[src/rtl/dmem_port_arbiter.sv]
// Shares the single-port data memory between the CPU datapath and a host/debug loader port.
// Optional statistics counters are built when DMEM_ARB_STATS_EN is defined.
module dmem_port_arbiter #(
    parameter int AW             = 8,
    parameter int DW             = 16,
    parameter int CPU_MAX_RUN    = 4,
    parameter int HOST_MAX_BURST = 8,
    parameter int CNT_W          = 16
) (
    input  logic             clk,
    input  logic             reset,
    input  logic             cpu_req,
    input  logic             cpu_we,
    input  logic [AW-1:0]    cpu_addr,
    input  logic [DW-1:0]    cpu_wdata,
    output logic             cpu_gnt,
    output logic             cpu_stall,
    output logic             cpu_rvalid,
    output logic [DW-1:0]    cpu_rdata,
    input  logic             host_req,
    input  logic             host_we,
    input  logic [AW-1:0]    host_addr,
    input  logic [DW-1:0]    host_wdata,
    input  logic             host_lock,
    output logic             host_gnt,
    output logic             host_rvalid,
    output logic [DW-1:0]    host_rdata,
    output logic             mem_rd,
    output logic             mem_wr,
    output logic [AW-1:0]    mem_addr,
    output logic [DW-1:0]    mem_wdata,
    input  logic [DW-1:0]    mem_rdata,
    output logic [1:0]       arb_state,
    output logic [CNT_W-1:0] cpu_grant_cnt,
    output logic [CNT_W-1:0] host_grant_cnt,
    output logic [CNT_W-1:0] conflict_cnt
);

    localparam int RUN_W   = $clog2(CPU_MAX_RUN + 1);
    localparam int BURST_W = $clog2(HOST_MAX_BURST + 1);
    localparam logic [RUN_W-1:0]   RUN_MAX   = RUN_W'(CPU_MAX_RUN);
    localparam logic [BURST_W-1:0] BURST_MAX = BURST_W'(HOST_MAX_BURST);

    typedef enum logic [1:0] {
        ST_IDLE  = 2'b00,
        ST_CPU   = 2'b01,
        ST_HOST  = 2'b10,
        ST_HLOCK = 2'b11
    } arb_state_t;

    arb_state_t         state_r, state_nxt_s;
    logic [RUN_W-1:0]   cpu_run_r, cpu_run_nxt_s;
    logic [BURST_W-1:0] burst_cnt_r, burst_cnt_nxt_s;
    logic               cpu_gnt_s, host_gnt_s;
    logic               cpu_rd_pend_r, host_rd_pend_r;

    function automatic logic [RUN_W-1:0] run_inc(input logic [RUN_W-1:0] v);
        return (v >= RUN_MAX) ? RUN_MAX : v + RUN_W'(1);
    endfunction

    function automatic logic [BURST_W-1:0] burst_inc(input logic [BURST_W-1:0] v);
        return (v >= BURST_MAX) ? BURST_MAX : v + BURST_W'(1);
    endfunction

    // Grant selection: locked host burst, then starvation guard, then CPU priority.
    always_comb begin
        cpu_gnt_s  = 1'b0;
        host_gnt_s = 1'b0;
        if (!reset) begin
            cpu_gnt_s  = 1'b0;
            host_gnt_s = 1'b0;
        end else if ((state_r == ST_HLOCK) && host_req && (burst_cnt_r < BURST_MAX)) begin
            host_gnt_s = 1'b1;
        end else if (cpu_req && host_req) begin
            if (cpu_run_r >= RUN_MAX) begin
                host_gnt_s = 1'b1;
            end else begin
                cpu_gnt_s = 1'b1;
            end
        end else if (cpu_req) begin
            cpu_gnt_s = 1'b1;
        end else if (host_req) begin
            host_gnt_s = 1'b1;
        end else begin
            cpu_gnt_s  = 1'b0;
            host_gnt_s = 1'b0;
        end
    end

    // Next owner state plus the run/burst fairness counters.
    always_comb begin
        state_nxt_s     = ST_IDLE;
        cpu_run_nxt_s   = cpu_run_r;
        burst_cnt_nxt_s = {BURST_W{1'b0}};
        if (cpu_gnt_s) begin
            state_nxt_s = ST_CPU;
        end else if (host_gnt_s && host_lock) begin
            state_nxt_s = ST_HLOCK;
        end else if (host_gnt_s) begin
            state_nxt_s = ST_HOST;
        end else begin
            state_nxt_s = ST_IDLE;
        end

        if (host_gnt_s || !host_req) begin
            cpu_run_nxt_s = {RUN_W{1'b0}};
        end else if (cpu_gnt_s) begin
            cpu_run_nxt_s = run_inc(cpu_run_r);
        end else begin
            cpu_run_nxt_s = cpu_run_r;
        end

        // Entering HLOCK from elsewhere starts from a cleared count, so the first grant is 1.
        if (state_nxt_s != ST_HLOCK) begin
            burst_cnt_nxt_s = {BURST_W{1'b0}};
        end else if (host_gnt_s) begin
            burst_cnt_nxt_s = burst_inc(burst_cnt_r);
        end else begin
            burst_cnt_nxt_s = burst_cnt_r;
        end
    end

    // Arbiter state registers.
    always_ff @(posedge clk or negedge reset) begin
        if (!reset) begin
            state_r     <= ST_IDLE;
            cpu_run_r   <= {RUN_W{1'b0}};
            burst_cnt_r <= {BURST_W{1'b0}};
        end else begin
            state_r     <= state_nxt_s;
            cpu_run_r   <= cpu_run_nxt_s;
            burst_cnt_r <= burst_cnt_nxt_s;
        end
    end

    // Remember which requester issued a read so its data returns to it next cycle.
    always_ff @(posedge clk or negedge reset) begin
        if (!reset) begin
            cpu_rd_pend_r  <= 1'b0;
            host_rd_pend_r <= 1'b0;
        end else begin
            cpu_rd_pend_r  <= cpu_gnt_s & ~cpu_we;
            host_rd_pend_r <= host_gnt_s & ~host_we;
        end
    end

    // Memory port drive from the granted requester; idle cycles drive zeros.
    always_comb begin
        mem_rd    = 1'b0;
        mem_wr    = 1'b0;
        mem_addr  = {AW{1'b0}};
        mem_wdata = {DW{1'b0}};
        if (cpu_gnt_s) begin
            mem_rd    = ~cpu_we;
            mem_wr    = cpu_we;
            mem_addr  = cpu_addr;
            mem_wdata = cpu_we ? cpu_wdata : {DW{1'b0}};
        end else if (host_gnt_s) begin
            mem_rd    = ~host_we;
            mem_wr    = host_we;
            mem_addr  = host_addr;
            mem_wdata = host_we ? host_wdata : {DW{1'b0}};
        end else begin
            mem_rd    = 1'b0;
            mem_wr    = 1'b0;
            mem_addr  = {AW{1'b0}};
            mem_wdata = {DW{1'b0}};
        end
    end

    assign cpu_gnt     = cpu_gnt_s;
    assign host_gnt    = host_gnt_s;
    assign cpu_stall   = cpu_req & ~cpu_gnt_s;
    assign cpu_rvalid  = cpu_rd_pend_r;
    assign host_rvalid = host_rd_pend_r;
    assign cpu_rdata   = cpu_rd_pend_r ? mem_rdata : {DW{1'b0}};
    assign host_rdata  = host_rd_pend_r ? mem_rdata : {DW{1'b0}};
    assign arb_state   = state_r;

`ifdef DMEM_ARB_STATS_EN
    logic [CNT_W-1:0] cpu_cnt_r, host_cnt_r, conf_cnt_r;

    function automatic logic [CNT_W-1:0] cnt_inc(input logic [CNT_W-1:0] v);
        return (&v) ? v : v + CNT_W'(1);
    endfunction

    // Saturating grant and conflict statistics.
    always_ff @(posedge clk or negedge reset) begin
        if (!reset) begin
            cpu_cnt_r  <= {CNT_W{1'b0}};
            host_cnt_r <= {CNT_W{1'b0}};
            conf_cnt_r <= {CNT_W{1'b0}};
        end else begin
            cpu_cnt_r  <= cpu_gnt_s ? cnt_inc(cpu_cnt_r) : cpu_cnt_r;
            host_cnt_r <= host_gnt_s ? cnt_inc(host_cnt_r) : host_cnt_r;
            conf_cnt_r <= (cpu_req && host_req) ? cnt_inc(conf_cnt_r) : conf_cnt_r;
        end
    end

    assign cpu_grant_cnt  = cpu_cnt_r;
    assign host_grant_cnt = host_cnt_r;
    assign conflict_cnt   = conf_cnt_r;
`else
    assign cpu_grant_cnt  = {CNT_W{1'b0}};
    assign host_grant_cnt = {CNT_W{1'b0}};
    assign conflict_cnt   = {CNT_W{1'b0}};
`endif

endmodule

[config.mk]
export PLATFORM = sky130hd
export DESIGN_NAME = dmem_port_arbiter
export DESIGN_NICKNAME = d
export VERILOG_FILES = /design/src/rtl/dmem_port_arbiter.sv
export SDC_FILE = /design/constraint.sdc
export NUM_CORES = 1
export LEC_CHECK = 0
export CORE_MARGIN = 8
export CORE_UTILIZATION = 26
export DETAILED_ROUTE_END_ITERATION = 7
export GPL_ROUTABILITY_DRIVEN = 1
export PLACE_DENSITY = 0.78
export SLEW_MARGIN = 0
export SYNTH_ARGS = -nofsm -noshare
export SYNTH_HDL_FRONTEND = slang
export SYNTH_SLANG_ARGS = --single-unit
[constraint.sdc]
create_clock -name clk -period 1.4 [get_ports clk]
set_clock_uncertainty 0.1 [all_clocks]
set_input_delay 0.14 -clock clk [delete_from_list [all_inputs] [get_ports clk]]
set_output_delay 0.14 -clock clk [all_outputs]
set_load 0.05 [all_outputs]
* After elaboration in Yosys (flattened, before gate mapping)
Index checks and enable logic that the tools add are counted.
** Word-level totals
- Bits in registers :: 11
- Input port bits :: 71
- Word-level logic and storage cells :: 58
** Cells by class
- $add $sub $neg :: 2
- Order comparisons :: 3
- Equal/unequal tests :: 2
- Mux-type cells :: 32
- Bitwise operators :: 6
- Reductions and logical operators :: 8
** Operators with widths (number)
- 2-to-1 mux 16 bit :: 6
- 2-to-1 mux 8 bit :: 2
- 2-to-1 mux 1 bit :: 15
- 2-to-1 mux 4 bit :: 3
- 2-to-1 mux 3 bit :: 3
- 2-to-1 mux 2 bit :: 3
- adder 4 x 1 -> 4 bit, second input constant :: 1
- greater-or-equal comparator 4 bit, second input constant :: 1
- logical AND 1 bit :: 4
- < comparator 4 bit, second input constant :: 1
- nonzero test 2 bit :: 2
- adder 3 x 1 -> 3 bit, second input constant :: 1
- bitwise AND 1 bit :: 3
- greater-or-equal comparator 3 bit, second input constant :: 1
- NOT 1 bit :: 3
- == test 2 bit, second input constant :: 1
- inequality test 2 bit, second input constant :: 1
- zero test 1 bit :: 1
- logical OR 1 bit :: 1

* Logic depth before layout (Yosys ltp)
- Depth in word-level cells :: 10
- Depth in mapped cells :: 4
- Gate-level depth less buffers :: 4

* Least setup slack after synthesis
Ideal clock, no wire load.
- Path kind :: reg-to-output
- From :: register state_r[0], in the netlist arb_state[0]
- To :: output mem_wdata[13]
- Arrival :: 2.341 ns
- Data required time :: 1.160 ns
- Setup slack :: -1.181 ns
- Cell stages (with the launch flop) :: 4
- Path buffers :: 0
- Cell sequence :: dfrtp_1 nand4b_4 o21a_2 o32ai_1
** Between the ends
- Longest elaborated chain between the ends :: 7
- Elaborated cells between the ends (all ways) :: 9
- Classes of those cells :: eq/ne: 1; mux: 6; reduce/logical: 2
** Ends and longest elaborated chain
- from (decl) :: RTL line 51 : arb_state_t state_r, state_nxt_s;
- from (signal assigned) :: RTL line 130 : state_r <= state_nxt_s;
- == test 2 bit * :: RTL line 72 : end else if ((state_r == ST_HLOCK) && host_req && (burst_cnt_r < BURST_MAX)) begin
- logical AND 1 bit * (2 in a row) :: RTL line 72
- 2-to-1 mux 1 bit :: RTL line 72
- 2-to-1 mux 1 bit :: RTL line 69 : if (!reset) begin
- 2-to-1 mux 16 bit :: RTL line 158 : end else if (host_gnt_s) begin
- 2-to-1 mux 16 bit * :: RTL line 153 : if (cpu_gnt_s) begin
- to (decl) :: RTL line 31 : output logic [DW-1:0] mem_wdata,
Mark *: on every way between the ends. The rest lies on a longest branch, timed or not.

* Final worst setup path
- From :: register burst_cnt_r[3]
- To :: output mem_rd
** Between the ends
- Longest elaborated chain between the ends :: 6
- Elaborated cells between the ends (all ways) :: 8
- Classes of those cells :: order compare: 1; mux: 6; reduce/logical: 1
** Ends and longest elaborated chain
- from (decl) :: RTL line 53 : logic [BURST_W-1:0] burst_cnt_r, burst_cnt_nxt_s;
- from (signal assigned) :: RTL line 128 : burst_cnt_r <= {BURST_W{1'b0}};
- from (signal assigned) :: RTL line 132 : burst_cnt_r <= burst_cnt_nxt_s;
- < comparator 4 bit * :: RTL line 72
- logical AND 1 bit * :: RTL line 72
- 2-to-1 mux 1 bit :: RTL line 72
- 2-to-1 mux 1 bit :: RTL line 69
- 2-to-1 mux 1 bit :: RTL line 158
- 2-to-1 mux 1 bit * :: RTL line 153
- to (decl) :: RTL line 28 : output logic mem_rd,
Marked as above.

==> results.sh <==
export IMPL_status="complete, but fails checks"
export IMPL_violations="setup timing"
export IMPL_hold_viol=0
export IMPL_dr_pass1_iters=4
export IMPL_power_density_mw_per_mm2=495.3
export IMPL_rsz0062_at_grt="true"
export IMPL_hold_slack_ps=438.8
export IMPL_hp_class="input port to flip-flop"
export IMPL_ys_types=35
export IMPL_synth_top_area_share_pct=21.59
export IMPL_antenna_cells=0
export IMPL_post_dp_hpwl_um=6667
export IMPL_path_clk_slew_ps=50
export IMPL_cp_cell_sequence="nand4b_4 -> o21a_4 -> buf_12 -> o32ai_4 -> buf_12"
export IMPL_synth_edf_count=0
export IMPL_final_util_pct=70.11
export IMPL_grt_usage_pct=16.39
export IMPL_synth_cells=206
export IMPL_period_minus_slack_ps=1857
export IMPL_post_route_period_util_pct=132.6
export IMPL_critPathKind="flip-flop to primary output"
export IMPL_drt_iter0_markers=50
export IMPL_ys_warn_count=0
export IMPL_clock_latency_ps=250
export IMPL_route_vias_total=1993
export IMPL_worstPathArrival_ps=1620
export IMPL_max_cap_violations=0
export IMPL_routabilityCongestion=0.7778
export IMPL_grt_pass1_vias=2311
export IMPL_ys_async_sr_fraction_pct=100.0
export IMPL_post_drt_via_cell_ratio=4.449
export IMPL_std_cell_rows=29
export IMPL_clkSinkCount=11
export IMPL_io_buffers=135
export IMPL_antenna_found_initial=0
export IMPL_yosysSeqAreaShare_pct=16.15
export IMPL_io_pins=184
export IMPL_end_kind="primary output"
export IMPL_max_freq_mhz=538.5
export IMPL_final_nets=447
export IMPL_core_area_mm2=0.006350
export IMPL_htree_num_levels=1
export IMPL_p_leak_nw=1.955
export IMPL_synth_largest_area_cell="buf_4"
export IMPL_drive_above_1_share_pct=50.13
export IMPL_tritoncts="done"
export IMPL_wire_per_inst_um=18.19
export IMPL_cp_data_required_time_ps=1160
export IMPL_crit_path_max_incr_delay_ps=380
export IMPL_crit_slowest_cell="dfrtp_1"
export IMPL_syn_mean_instance_area_um2=8.272
export IMPL_cp_max_fo=6
export IMPL_ctsHoldBuffers=0
export IMPL_wl_um=8148
export IMPL_critPathLaunchType="flip-flop"
export IMPL_syn_area_mm2=0.001704
export IMPL_postRouteAntennaNets=0
export IMPL_p_comb_share_pct=69.8
export IMPL_pwr_share_seq_pct=15.4
export IMPL_initial_core_util_pct=26.84
export IMPL_setup_violations_final=40
export IMPL_drc=0
export IMPL_cp_common_cell="buf_12"
export IMPL_die_w_um=96.96
export IMPL_grt_pass1_wl_um=12810
export IMPL_cts_root_buffer_cell="clkbuf_8"
export IMPL_synth_common_cells="buf_4 (49), and2_1 (33), inv_1 (23)"
export IMPL_synth_ff_type="dfrtp_1"
export IMPL_fin_ws_ps=-457.0
export IMPL_die_area_mm2=0.009401
export IMPL_synth_most_common_cell="buf_4"
export IMPL_numCtsBuffers=3
export IMPL_ys_ff_latch=11
export IMPL_sw_frac_of_total_pct=46.35
export IMPL_area_delta_synth_final_pct=161.2
export IMPL_grt_overflow=0
export IMPL_grt_max_degree=20
export IMPL_cts_buffer_depth=2
export IMPL_clkPwrFrac_pct=14.8
export IMPL_ir_drop_mv=0.3275
export IMPL_p_int_mw=1.183
export IMPL_power_switching_mw=1.022
export IMPL_die_h_um=96.96
export IMPL_yosys_top_cells_area="buf_4 (22%), dfrtp_1 (16%), o32ai_2 (13%)"
export IMPL_drv_slew=0
-- path summary, 6_finish.rpt --
| kind | start | endpoint | slack (ps) | depth (start not counted) |
|---|---|---|---|---|
| min in group asynchronous | reset | cpu_run_r[2] | 500 | 4 |
| max | burst_cnt_r[3] | mem_rd | -460 | 5 |
| max in group asynchronous | reset | arb_state[0] | 530 | 4 |
| min | host_req | cpu_run_r[0] | 440 | 3 |
| min reg2reg | burst_cnt_r[0] | burst_cnt_r[0] | 590 | 2 |
| max reg2reg | arb_state[1] | cpu_run_r[1] | -160 | 5 |
-- per-layer routing --
metal,GRT usage (%),wire length (µm),vias up
li1,-,-,939
met2,30.83,4391,136
met3,9.175,1085,6
met1,14.80,2589,912
met4,3.669,83,0
met5,0,0,-
-- power groups by stage --
stage / Clock, mW / Sequential (mW) / Combinational [mW]
after floorplan: 0 / 0.362 / 0.888
after global placement: 0 / 0.349 / 1.41
after detailed placement: 0 / 0.350 / 1.43
after CTS: 0.329 / 0.344 / 1.48
after global routing: 0.350 / 0.341 / 1.60
final: 0.327 / 0.339 / 1.54
-- per-stage QoR --
step | worst slack, ps | std cells | total power, mW | instance area (µm²) | setup TNS (ps)
2_1_floorplan | -423.3 | 253 | 1.249 | 2167 | -11090
3_3_place_gp | -712.6 | 430 | 1.759 | 4063 | -21900
3_5_place_dp | -720.3 | 430 | 1.775 | 4063 | -22680
4_1_cts | -450.3 | 444 | 2.154 | 4288 | -12960
5_1_grt | -508.4 | 448 | 2.290 | 4452 | -14710
6_report | -457.0 | 448 | 2.205 | 4452 | -12770
-- sequential cells by signal (all words and copies together), names as in the netlist --
name / flops
cpu_run_r: 3
host_rvalid: 1
burst_cnt_r: 4
cpu_rvalid: 1
arb_state: 2
-- final cells by class --
type,instances,area [µm²]
Clock buffer,4,45.04
Tap cell,77,96.34
Fill cell,398,1898
Multi-Input combinational cell,159,1500
Sequential cell,11,280.3
Timing Repair Buffer,173,2437
Inverter,24,92.59
-- placed cells by master, fill, tap and decap left out, types with 2 or more instances in the layout --
cell type	n
a31oi_1	3
a32o_2	9
and2_1	5
and2_2	11
and2_4	18
and4_1	2
buf_12	72
buf_4	18
buf_6	12
clkbuf_8	3
clkdlybuf4s50_1	68
conb_1	48
dfrtp_1	7
dfrtp_2	4
dlygate4sd2_1	2
ha_1	4
inv_1	22
nand2_1	17
nor2_1	3
nor4_2	2
o221a_4	2
o32ai_4	17
-- critical path: cells and delay by family (launching register included) --
family | cells | cell delay [ps]
compound gates | 2 | 450
flops | 1 | 380
buf+inv | 2 | 330
simple gates | 1 | 200
-- kinds of logic (layout without fill, tap and decap cells) --
logic type | after synthesis | in the layout | synth area share [%]
adders and majority gates | 4 | 4 | 2.937
xor gates and xnor gates | 1 | 1 | 0.5140
AOI/OAI and AO/OA | 36 | 36 | 24.96
other | 1 | 48 | 0.2201
and+or+nand+nor | 70 | 70 | 25.04
DFF | 11 | 11 | 16.15
buffers and inverters | 83 | 201 | 30.17
-- timing repair --
| action | in CTS | in global routing |
|---|---|---|
| cloned | 1 | 0 |
| setup endpoints to repair | 41 | 57 |
| pin swaps | 19 | 6 |
| resized for setup | 18 | 41 |
| buffers inserted | 9 | 5 |
Power figures use the tool's default switching activity.
